<file path="src/rtl/riscv_mc_control.sv">
// Multicycle RISC-V control unit: Moore sequencer for lw/sw/R/I/beq/jal
// plus the ALU decoder. Outputs are combinational from the state register.
module riscv_mc_control (
  input  logic       clk,
  input  logic       reset,
  input  logic [6:0] op,
  input  logic [2:0] funct3,
  input  logic       funct7b5,
  input  logic       zero,
  output logic       PCWrite,
  output logic       AdrSrc,
  output logic       MemWrite,
  output logic       IRWrite,
  output logic [1:0] ResultSrc,
  output logic [1:0] ALUSrcA,
  output logic [1:0] ALUSrcB,
  output logic [1:0] ImmSrc,
  output logic       RegWrite,
  output logic [2:0] ALUControl,
  output logic [3:0] state
);

  localparam int unsigned OP_W = 7;
  localparam int unsigned ST_W = 4;

  localparam logic [OP_W-1:0] OP_LW  = 7'b0000011;
  localparam logic [OP_W-1:0] OP_SW  = 7'b0100011;
  localparam logic [OP_W-1:0] OP_R   = 7'b0110011;
  localparam logic [OP_W-1:0] OP_I   = 7'b0010011;
  localparam logic [OP_W-1:0] OP_BEQ = 7'b1100011;
  localparam logic [OP_W-1:0] OP_JAL = 7'b1101111;

  typedef enum logic [ST_W-1:0] {
    FETCH    = 4'd0,
    DECODE   = 4'd1,
    MEMADR   = 4'd2,
    MEMREAD  = 4'd3,
    MEMWB    = 4'd4,
    MEMWRITE = 4'd5,
    EXECUTER = 4'd6,
    EXECUTEI = 4'd7,
    ALUWB    = 4'd8,
    BEQ      = 4'd9,
    JAL      = 4'd10
  } state_t;

  state_t      state_q;
  state_t      state_n;
  state_t      state_eff;
  logic [1:0]  alu_op;
  logic        branch;
  logic        pc_update;
  logic        ir_write_s;
  logic        mem_write_s;
  logic        reg_write_s;

  // State register; reset returns to FETCH even mid-instruction.
  always_ff @(posedge clk) begin
    if (reset) state_q <= FETCH;
    else       state_q <= state_n;
  end

  // Next-state sequencing; unused codes fall back to FETCH.
  always_comb begin
    state_n = FETCH;
    case (state_q)
      FETCH:    state_n = DECODE;
      DECODE: begin
        case (op)
          OP_LW, OP_SW: state_n = MEMADR;
          OP_R:         state_n = EXECUTER;
          OP_I:         state_n = EXECUTEI;
          OP_BEQ:       state_n = BEQ;
          OP_JAL:       state_n = JAL;
          default:      state_n = FETCH;
        endcase
      end
      MEMADR:   state_n = (op == OP_LW) ? MEMREAD : MEMWRITE;
      MEMREAD:  state_n = MEMWB;
      MEMWB:    state_n = FETCH;
      MEMWRITE: state_n = FETCH;
      EXECUTER: state_n = ALUWB;
      EXECUTEI: state_n = ALUWB;
      ALUWB:    state_n = FETCH;
      BEQ:      state_n = FETCH;
      JAL:      state_n = ALUWB;
      default:  state_n = FETCH;
    endcase
  end

  // While reset is high the outputs present FETCH decoding with writes masked.
  assign state_eff = reset ? FETCH : state_q;
  assign state     = ST_W'(state_eff);

  // Moore output decode per state.
  always_comb begin
    AdrSrc      = 1'b0;
    ResultSrc   = 2'b00;
    ALUSrcA     = 2'b00;
    ALUSrcB     = 2'b00;
    alu_op      = 2'b00;
    branch      = 1'b0;
    pc_update   = 1'b0;
    ir_write_s  = 1'b0;
    mem_write_s = 1'b0;
    reg_write_s = 1'b0;
    case (state_eff)
      FETCH: begin
        ir_write_s = 1'b1;
        ALUSrcB    = 2'b10;
        ResultSrc  = 2'b10;
        pc_update  = 1'b1;
      end
      DECODE: begin
        ALUSrcA = 2'b01;
        ALUSrcB = 2'b01;
      end
      MEMADR: begin
        ALUSrcA = 2'b10;
        ALUSrcB = 2'b01;
      end
      MEMREAD: AdrSrc = 1'b1;
      MEMWB: begin
        ResultSrc   = 2'b01;
        reg_write_s = 1'b1;
      end
      MEMWRITE: begin
        AdrSrc      = 1'b1;
        mem_write_s = 1'b1;
      end
      EXECUTER: begin
        ALUSrcA = 2'b10;
        alu_op  = 2'b10;
      end
      EXECUTEI: begin
        ALUSrcA = 2'b10;
        ALUSrcB = 2'b01;
        alu_op  = 2'b10;
      end
      ALUWB: reg_write_s = 1'b1;
      BEQ: begin
        ALUSrcA = 2'b10;
        alu_op  = 2'b01;
        branch  = 1'b1;
      end
      JAL: begin
        ALUSrcA   = 2'b01;
        ALUSrcB   = 2'b10;
        pc_update = 1'b1;
      end
      default: ;
    endcase
  end

  // Write enables, with the taken-branch path folded into PCWrite.
  assign PCWrite  = ~reset & (pc_update | (branch & zero));
  assign IRWrite  = ~reset & ir_write_s;
  assign MemWrite = ~reset & mem_write_s;
  assign RegWrite = ~reset & reg_write_s;

  // Immediate format from opcode, independent of state.
  always_comb begin
    ImmSrc = 2'b00;
    case (op)
      OP_SW:   ImmSrc = 2'b01;
      OP_BEQ:  ImmSrc = 2'b10;
      OP_JAL:  ImmSrc = 2'b11;
      default: ImmSrc = 2'b00;
    endcase
  end

  // ALU decoder; subtract only for R-type with funct7b5 set.
  always_comb begin
    ALUControl = 3'b000;
    case (alu_op)
      2'b00: ALUControl = 3'b000;
      2'b01: ALUControl = 3'b001;
      2'b10: begin
        case (funct3)
          3'b000:  ALUControl = (op[5] & funct7b5) ? 3'b001 : 3'b000;
          3'b010:  ALUControl = 3'b101;
          3'b110:  ALUControl = 3'b011;
          3'b111:  ALUControl = 3'b010;
          default: ALUControl = 3'b000;
        endcase
      end
      default: ALUControl = 3'b000;
    endcase
  end

endmodule

</file>
<file path="config.mk">
export PLATFORM = sky130hd
export DESIGN_NAME = riscv_mc_control
export DESIGN_NICKNAME = d
export VERILOG_FILES = /design/src/rtl/riscv_mc_control.sv
export SDC_FILE = /design/constraint.sdc
export NUM_CORES = 1
export LEC_CHECK = 0
export CORE_MARGIN = 2
export CORE_UTILIZATION = 40
export DETAILED_ROUTE_END_ITERATION = 8
export PLACE_DENSITY_LB_ADDON = 0.1
export SYNTH_ARGS = -nofsm -noshare
export SYNTH_HDL_FRONTEND = slang
export SYNTH_SLANG_ARGS = --single-unit
</file>
<file path="constraint.sdc">
create_clock -name clk -period 3.6 [get_ports clk]
set_input_delay 0.72 -clock clk [delete_from_list [all_inputs] [get_ports clk]]
set_output_delay 0.72 -clock clk [all_outputs]
set_load 0.1 [all_outputs]
</file>
After elaboration in Yosys (flattened, before gate mapping)
Index checks and enable logic that the tools add are counted.
Widths: inputs -> output; s select.
{"block": "op_classes", "bitwise_logic": 8, "n_reduce_logical": 12, "mux": 18, "n_eq_ne": 27}
{"op": "$pmux 4 s5", "n": 2}
{"op": "$eq 4x3->1 const B", "n": 6}
{"op": "$eq 4x2->1 const B", "n": 4}
{"op": "$eq 4x4->1 const B", "n": 4}
{"op": "$pmux 2 s2", "n": 4}
{"op": "$eq 7x6->1 const B", "n": 2}
{"op": "$eq 7x7->1 const B", "n": 2}
{"op": "$pmux 3 s4", "n": 1}
{"op": "$reduce_or 2->1", "n": 6}
{"op": "$eq 4x1->1 const B", "n": 2}
{"op": "$logic_not 4->1", "n": 2}
{"op": "$eq 7x2->1 const B", "n": 1}
{"op": "$eq 7x5->1 const B", "n": 1}
{"op": "$mux 1", "n": 7}
{"op": "$and 1x1->1", "n": 6}
{"op": "$eq 3x3->1 const B", "n": 2}
{"op": "$pmux 2 s3", "n": 1}
{"op": "$pmux 3 s2", "n": 1}
{"op": "$reduce_or 3->1", "n": 2}
{"op": "$mux 4", "n": 1}
{"op": "$reduce_or 4->1", "n": 1}
{"op": "$eq 3x2->1 const B", "n": 1}
{"op": "$logic_not 3->1", "n": 1}
{"op": "$mux 3", "n": 1}
{"op": "other kinds (4)", "n": 4}
{"block": "word_totals", "wordCells": 66, "out_inout_bits": 20, "reg_bits": 4}

Depth between registers and ports, before layout
{"block": "logic_depth", "word_depth": 6, "mapped_depth": 6}

Worst setup path before layout
Ideal clock, no wire load.
{"block": "synth_path", "path_kind": "in2out", "from": "input port reset", "to": "output port ALUControl[2]", "path_stages": 4, "path_slack_ns": -2.661, "path_buffers": 0, "required_time_ns": 2.880, "arrival_time_ns": 5.541, "path_cell_list": "nor2b_1 > and2_1 > ha_1 > nor4_1"}
{"block": "synth_via", "elab_chain_len": 6, "word_cells_on_any_way": 9}
{"element": "from (decl)", "line_no": "5", "text": "input logic reset,"}
{"element": "$mux 4 (*)", "line_no": "92", "text": "assign state_eff = reset ? FETCH : state_q;"}
{"element": "$eq 4x3->1", "line_no": "107", "text": "case (state_eff)"}
{"element": "$reduce_or 2->1 (no line)"}
{"element": "$pmux 2 s2 (*)", "line_no": "107"}
{"element": "$eq 2x2->1 / $eq 2x1->1 (equally long branches)", "line_no": "175", "text": "case (alu_op)"}
{"element": "$pmux 3 s2 (*)", "line_no": "175"}
{"element": "to (decl)", "line_no": "19", "text": "output logic [2:0] ALUControl,"}
Every way passes the cells marked *; elsewhere a longest branch is shown, timed or not.

Worst setup path in the final report
Same ends and word-level chain as after synthesis.

==> reports/metrics.yaml <==
setup_path:
  worstPathRequired_ps: 2880
  arrival_ps: 2660
  cp-start-kind: "primary input"
  slowest_stage: "or3_1"
  worst-path-buf-inv: 2
  path_delay_family: "simple AND/OR/NAND/NOR gates"
  slowest_delay_ps: 420
  crit_type: "in2out"
  endpoint_kind: "output pin"
  cp_max_fo: 3
  crit_chain: "clkdlybuf4s50_1 > nand2b_1 > or3_1 > ha_1 > nor4_4 > buf_12"
floorplan:
  initial_utilization: 0.4141
  dieArea_um2: 1852
  coreArea_um2: 1471
  core.rowCount: 14
  ios: 34
  die_width_um: 43.03
  die_y_um: 43.03
logic_synthesis:
  synthesis.area_um2: 609.3
  ys.flop_type: "dfxtp_1"
  synth_warnings: 0
  syn_area_per_cell_um2: 7.431
  ys_ff_latch: 4
  post-synth-top-area-cell: "dfxtp_1"
  synth_area_leaders: "dfxtp_1, nor2b_1, xnor2_1"
  synth_cells: 82
  synthArstFlopShare: 0
  syn_nets: 98
  ys_seq_area_frac: 0.1314
  synth_edf_count: 0
  synth_top_area_share: 0.1314
  synth_cell_types: 40
grt:
  grt_pass1_wl_um: 2877
  antenna_found_initial: 0
  grtUsageTotal: 0.2037
  grt_pass1_vias: 694
  grt_max_degree: 17
  grt-ovfl-total: 0
timing:
  slew_headroom: 0.6148
  setup_viol: 0
  worst_pin_slew_ps: 577.0
  finClkSkew_ps: 0.7686
  drv_slew: 0
  max_freq_mhz: 295.5
  hold_viol: 0
  rsz0062_at_grt: "false"
  fin_crit_sh: 0.9402
  period_needed_ps: 3385
  finalSetupTns_ps: 0
  hold_slack_ps: 644.0
layout:
  antennaDiodeCount: 0
  top_register: "state_q"
  fin_util: 0.7993
  reg_top3: "state_q: 4 flops"
  final_nets: 133
  drive_above_1_share: 0.3130
  design_area_um2: 1176
  syn_to_final_growth_pct: 93.02
  largest_register_ffs: 4
run:
  drv_cap: 0
power:
  ir_drop_v: 0.0001749
  p_total_w: 0.0002250
  power_density_nw_per_um2: 191.3
  p_leak_nw: 0.4531
placed_design:
  portBuffers: 33
  dp_hpwl_um: 1401
  gp_congestion: 0.8066
  placed_area_um2: 1154
clock_network:
  cts_buffers: 3
  clock-sinks: 4
  cts_buffer_depth: 2
  htreeDepth: 1
  post_cts_buffers: 0
  cts_hold_buf: 0
  ctsResizeCount: 0
  cts_root_buffer: "clkbuf_4"
  clkTransAtPathRegs_ps: 40
  cts_tree: "built"
  insertion_delay_ps: 240
routing:
  detail-route-antenna-nets: 0
  vias: 745
  first_pass_iters: 4
  drtIter0Drc: 14
  wl_um: 1745
  routed_via_density: 5.687
  drc_errors: 0
  wire_per_inst_um: 13.32
worst_hold_path:
  holdCritPathClass: "reg2reg"
status:
  status: "completed"
-- metal layers --
layer | vias to the layer above | track usage | wire length, µm
li1 | 376 | - | -
met1 | 335 | 0.2185 | 733
met2 | 32 | 0.3939 | 889
met3 | 2 | 0.02553 | 99
met4 | 0 | 0.07879 | 23
met5 | - | 0 | 0
-- worst reg2reg max path: cells and delay by family (launching register included) --
family	cells	cell delay [ps]
compound gates	1	230
flops	1	670
simple gates	1	480
-- cell usage in the layout, fill, tap and decap left out, types with 2 or more instances in the layout --
cell	n
a211oi_1	3
a21oi_1	2
a21oi_2	2
and3_1	3
buf_12	15
buf_4	7
clkbuf_4	3
clkdlybuf4s50_1	13
dfxtp_1	4
ha_1	2
inv_1	5
nand2_1	3
nand2b_1	3
nand3b_1	2
nand4bb_1	2
nor2_1	4
nor2b_1	6
nor3_1	4
nor4b_2	2
o21ai_0	2
o41ai_2	2
or3_1	2
xnor2_1	4
-- path summary, 6_finish.rpt --
check                           cells past startpoint                    end  slack, ps                  start
worst max-delay path                                6          ALUControl[2]        220                  reset
worst min register to register                      2  state_q[0]$_SDFF_PP0_        640  state_q[0]$_SDFF_PP0_
worst min-delay path                                2  state_q[0]$_SDFF_PP0_        640  state_q[0]$_SDFF_PP0_
worst max register to register                      2  state_q[1]$_SDFF_PP0_       2120  state_q[1]$_SDFF_PP0_
-- cell usage after synthesis (all sizes together) (2+ instances only) --
cell / n
nor2: 4
o41ai: 2
inv: 5
nand2: 3
a211oi: 3
nand3b: 2
buf: 4
o21ai: 2
nor3: 4
nand2b: 3
nor4b: 2
a21oi: 4
ha: 2
xnor2: 4
nand4bb: 2
nor4: 2
nor2b: 7
or3: 2
dfxtp: 4
and3: 3
-- kinds of logic (layout without fill, tap and decap cells) --
group,after synthesis,count (layout),share of synthesized area
AOI/OAI and AO/OA,17,17,0.2013
xor gates and xnor gates,4,4,0.05749
adders and majority gates,2,2,0.04106
buffers and inverters,10,43,0.06981
DFF,4,4,0.1314
muxes,1,1,0.01643
and+or+nand+nor,44,44,0.4826
-- power by group --
group          internal, W  switching [W]
Combinational    0.0000464      0.0000719
Clock            0.0000375      0.0000217
Sequential       0.0000458     0.00000163
-- area by class of cell --
| cell class | count | area [µm²] |
|---|---|---|
| multi-input cells | 68 | 551.8 |
| repair buffers | 35 | 483.0 |
| fillers | 106 | 295.3 |
| flip-flops and latches | 4 | 80.08 |
| clock buffers | 3 | 22.52 |
| well taps | 16 | 20.02 |
| inverters | 5 | 18.77 |
-- through the flow --
| step | instances | setup slack (ps) |
|---|---|---|
| after floorplan | 82 | -776.1 |
| after global placement | 128 | 281.6 |
| after detailed placement | 128 | 205.6 |
| after CTS | 131 | 198.5 |
| after global routing | 131 | 152.2 |
| final | 131 | 215.4 |
No activity file was read; power rests on OpenSTA's default activity.
